### config.mk
export PLATFORM = sky130hd
export DESIGN_NAME = ps2_controller
export DESIGN_NICKNAME = d
export VERILOG_FILES = /design/src/rtl/ps2_controller.sv
export SDC_FILE = /design/constraint.sdc
export NUM_CORES = 1
export LEC_CHECK = 0
export BUFFER_PORTS_ARGS = -buffer_cell sky130_fd_sc_hd__buf_4
export CORE_ASPECT_RATIO = 0.7
export CORE_UTILIZATION = 50
export CTS_CLUSTER_DIAMETER = 150
export DETAILED_ROUTE_END_ITERATION = 12
export GPL_ROUTABILITY_DRIVEN = 0
export PLACE_DENSITY = 0.73
export SETUP_SLACK_MARGIN = 0.1
export SYNTH_ARGS = -nofsm -noshare
export SYNTH_HDL_FRONTEND = slang
export SYNTH_SLANG_ARGS = --single-unit
### constraint.sdc
create_clock -name PS2_CLK -period 1.8 [get_ports PS2_CLK]
set_input_delay 0.09 -clock PS2_CLK [delete_from_list [all_inputs] [get_ports PS2_CLK]]
set_output_delay 0.09 -clock PS2_CLK [all_outputs]
set_load 0.03 [all_outputs]
### src/rtl/ps2_controller.sv
// PS/2 device-to-host receiver.
// Runs entirely on the falling edge of the PS/2 clock line. It deframes
// start / 8 data (LSB first) / odd parity / stop, and hands each good byte to
// the consumer through a received flag that read_ack clears.
//
// state  | meaning
// -------+--------------------------------------------------------------
// IDLE   | line idle, waiting for a 0 start bit
// DATA   | shifting in data bits 0..7
// PARITY | capturing the parity bit
// STOP   | sampling the stop bit; publish the byte if the frame is good
module ps2_controller #(
    parameter bit CHECK_PARITY = 1'b1
) (
    input  logic       PS2_CLK,
    input  logic       rst,
    input  logic       read_ack,
    input  logic       PS2_DAT,
    output logic       received,
    output logic [7:0] received_data
);

    typedef enum logic [1:0] {
        IDLE   = 2'd0,
        DATA   = 2'd1,
        PARITY = 2'd2,
        STOP   = 2'd3
    } state_t;

    state_t     state;
    logic [2:0] bit_count;
    logic [7:0] shift_reg;
    logic       parity_bit;
    logic       frame_ok;

    // A frame is good at the stop-bit edge when the stop bit is 1 and the
    // parity is odd; odd parity is not required when CHECK_PARITY is 0.
    assign frame_ok = (state == STOP) && PS2_DAT &&
                      (!CHECK_PARITY || ((^shift_reg) ^ parity_bit));

    // Frame deserialiser and consumer handshake; a new byte wins over a
    // coincident ack so it is never lost.
    always_ff @(negedge PS2_CLK or posedge rst) begin
        if (rst) begin
            state         <= IDLE;
            bit_count     <= 3'd0;
            shift_reg     <= 8'h00;
            parity_bit    <= 1'b0;
            received      <= 1'b0;
            received_data <= 8'h00;
        end else begin
            case (state)
                IDLE: begin
                    if (!PS2_DAT) begin
                        state     <= DATA;
                        bit_count <= 3'd0;
                    end
                end
                DATA: begin
                    shift_reg[bit_count] <= PS2_DAT;
                    bit_count            <= bit_count + 3'd1;
                    if (bit_count == 3'd7) begin
                        state <= PARITY;
                    end
                end
                PARITY: begin
                    parity_bit <= PS2_DAT;
                    state      <= STOP;
                end
                STOP: begin
                    state <= IDLE;
                    if (frame_ok) begin
                        received_data <= shift_reg;
                    end
                end
                default: state <= IDLE;
            endcase

            if (frame_ok) begin
                received <= 1'b1;
            end else if (read_ack) begin
                received <= 1'b0;
            end
        end
    end

endmodule

==> summary.md <==
| Metric | Value |
|---|---|
| Pwr dens | `2020 nW/µm²` |
| CP max stage cell | `dfrtn_1` |
| Antenna-violating nets left | `0` |
| Hold endpoint | `received_data[7]` |
| Number of synthesized flops with an enable pin | `0` |
| Hold Path Depth | `1` |
| Routed wire length | `2.05 mm` |
| Area contributors post-synth | `dfrtn_1, mux2_2, ha_1` |
| TNS Setup | `-1700 ps` |
| FF-to-FF path depth | `5` |
| Die X | `58.6 µm` |
| Worst EP arrival | `3000 ps` |
| Reg2reg end | `received_data[6]` |
| Crit Path Max Fanout | `9` |
| Most frequent cells in the layout | `dfrtn_1, mux2_2, buf_4` |
| Yosys warning total | `0` |
| Slew of the pin with the lowest slew margin | `324 ps` |
| Setup crit start kind | `register` |
| Crit-path cells | `xnor2_2, xnor3_1, mux2i_4, buf_12, mux2_2` |
| Starting Density | `56.6%` |
| Largest delay share family, worst path | `XOR/XNOR gates` |
| Net switching power | `1.12 mW` |
| #FFs+latches synth | `23` |
| Clk_skew | `7.36 ps` |
| Core area | `1980 µm²` |
| Die area | `2440 µm²` |
| Io pins | `13` |
| Post-DR wirelength/cell | `14.3 µm` |
| Clock sinks | `23` |
| Status | `finished, violations left` |
| Layout cells sized above 1 | `48.7%` |
| Row Count | `13` |
| Hold_buf cts | `0` |
| Clock Tree Root | `clkbuf_4` |
| Diodes inserted | `0` |
| Initial DRT Pass Iterations | `4` |
| First-pass GRT wire length | `3.53 mm` |
| RSZ-0062 raised after global routing | `true` |
| Most common cell after layout, fill and taps aside | `dfrtn_1` |
| CP Class | `reg -> reg` |
| Max Slew Vio Count | `0` |
| Setup WS post-layout | `-145 ps` |
| Hold Startpoint | `received_data[7]` |
| Buf/Inv on CP | `1` |
| Aggregate global-route resource usage | `19.8%` |
| Post-synth top area cell | `dfrtn_1` |
| Crit path time final | `1950 ps` |
| Mapped cell area | `1120 µm²` |
| Vias in the first global route | `781` |
| Cell count after synthesis | `87` |
| Max VDD drop | `1320 µV` |
| Cts bufs inserted | `3` |
| GRT Residual Overflow | `0` |
| Internal Pwr Total | `1.84 mW` |
| Syn nets | `97` |
| Clock share of power | `8.1%` |
| Worst path required time | `2860 ps` |
| Comb pwr share | `58.1%` |
| CTS tree | `yes` |
| Slew margin rel. | `78.2%` |
| Area delta synth->final | `31.0%` |
| Final hold viol count | `0` |
| Sw frac | `37.9%` |
| Mean Syn Cell Area | `12.9 µm²` |
| Max incr delay on CP | `480 ps` |
| Vias/cell | `5.22` |
| Chip height | `41.6 µm` |
| Maxcap violations | `0` |
| Clock slew at reported path FFs | `90 ps` |
| Failing checks | `setup timing` |
| DP Wirelength | `1.44 mm` |
| Post-Place Setup Slack | `-255 ps` |
| Synth Flop Type | `dfrtn_1` |
| Async SR Flop Fraction | `100%` |
| Pleak | `0.693 nW` |
| Reg-to-reg startpoint | `shift_reg[2]` |
| 1st-iter DRT viols | `26` |
| Worst-case clock buffer depth | `2` |
| Via count | `747` |
| Library cells used by synthesis | `21` |
| Critical path capture point type | `register` |
| DRC viols | `0` |
| Min-Delay Path Class | `reg -> reg` |
| Clock Latency Late Sink | `310 ps` |
| Post-synthesis sequential area ratio | `51.3%` |
| Seq pwr share | `33.8%` |
| Tcrit/Tclk final | `108%` |
| Maximum clock rate | `514 MHz` |
| Initial antenna violation count | `0` |
| R2r setup slk | `-150 ps` |
| Port-buffer cells | `12` |
| H-tree depth | `1` |
| Largest net degree at the start of global routing | `24` |
| Fin nets | `124` |
| Final Setup Violations | `17` |
| Share of the synthesized area in the top cell type | `51.3%` |
## layer usage
| layer | routed length, µm | global-route usage [%] | up-vias |
|---|---|---|---|
| li1 | - | - | 357 |
| met2 | 970 | 30.6 | 12 |
| met1 | 974 | 26.8 | 371 |
| met5 | 0 | 0 | - |
| met4 | 31 | 5.24 | 0 |
| met3 | 71 | 6.85 | 7 |
## cell type report
cell class              count  area (µm²)
well taps                  30        37.5
clock buffers               3        22.5
clock inverters             1        5.00
fillers                   133         514
repair buffers             26         241
inverters                   4        15.0
flip-flops and latches     23         576
multi-input cells          56         573
## logic make-up (layout without fill, tap and decap cells)
kind of cell,after synthesis,after routing,synth area share (%)
buffers and inverters,8,34,2.67
AOI/OAI and AO/OA,8,8,4.90
muxes,18,18,19.1
DFF,23,23,51.3
adders and majority gates,6,6,6.69
xor gates and xnor gates,5,5,6.35
and+or+nand+nor,19,19,9.03
## worst max-delay path by stage
stage,startpoint,endpoint,slack [ps],cells past startpoint
3_5_place_dp,PS2_DAT,received_data[3],-250,6
6_report,shift_reg[2],received_data[6],-150,5
4_1_cts,shift_reg[2],received_data[3],-120,5
2_1_floorplan,PS2_DAT,received_data[0],-70,4
3_3_place_gp,PS2_DAT,received_data[2],-220,6
5_1_grt,shift_reg[2],received_data[2],-200,5
## synthesized netlist by cell type (4+ instances only)
cell type	instances
o21ai_0	4
ha_1	6
dfrtn_1	23
clkbuf_1	4
mux2_2	17
nand2_1	7
inv_1	4
## per-stage QoR
step | hold WS (ps) | area [µm²] | cells | power (mW) | utilization (%)
2_1_floorplan | 462 | 1160 | 87 | 2.07 | -
6_report | 479 | 1470 | 143 | 2.97 | 74.1
3_3_place_gp | 453 | 1360 | 135 | 2.51 | 68.4
3_5_place_dp | 457 | 1360 | 135 | 2.57 | 68.4
4_1_cts | 481 | 1430 | 141 | 2.91 | 72.3
5_1_grt | 497 | 1470 | 143 | 3.15 | 74.1
## power groups by stage
stage               Sequential [mW]  Clock (mW)  Combinational [mW]
finish                         1.00       0.241                1.72
CTS                           0.989       0.247                1.68
floorplan                      1.09           0               0.976
detailed placement            0.986           0                1.58
global route                   1.04       0.267                1.85
global placement              0.969           0                1.54
## what timing repair did
action / in CTS / in global routing
hold endpoints to repair: 0 / 0
resized for setup: 9 / 4
pin swaps: 1 / 0
setup buffers: 2 / 2
setup endpoints to repair: 17 / 21
Power figures use the tool's default switching activity.
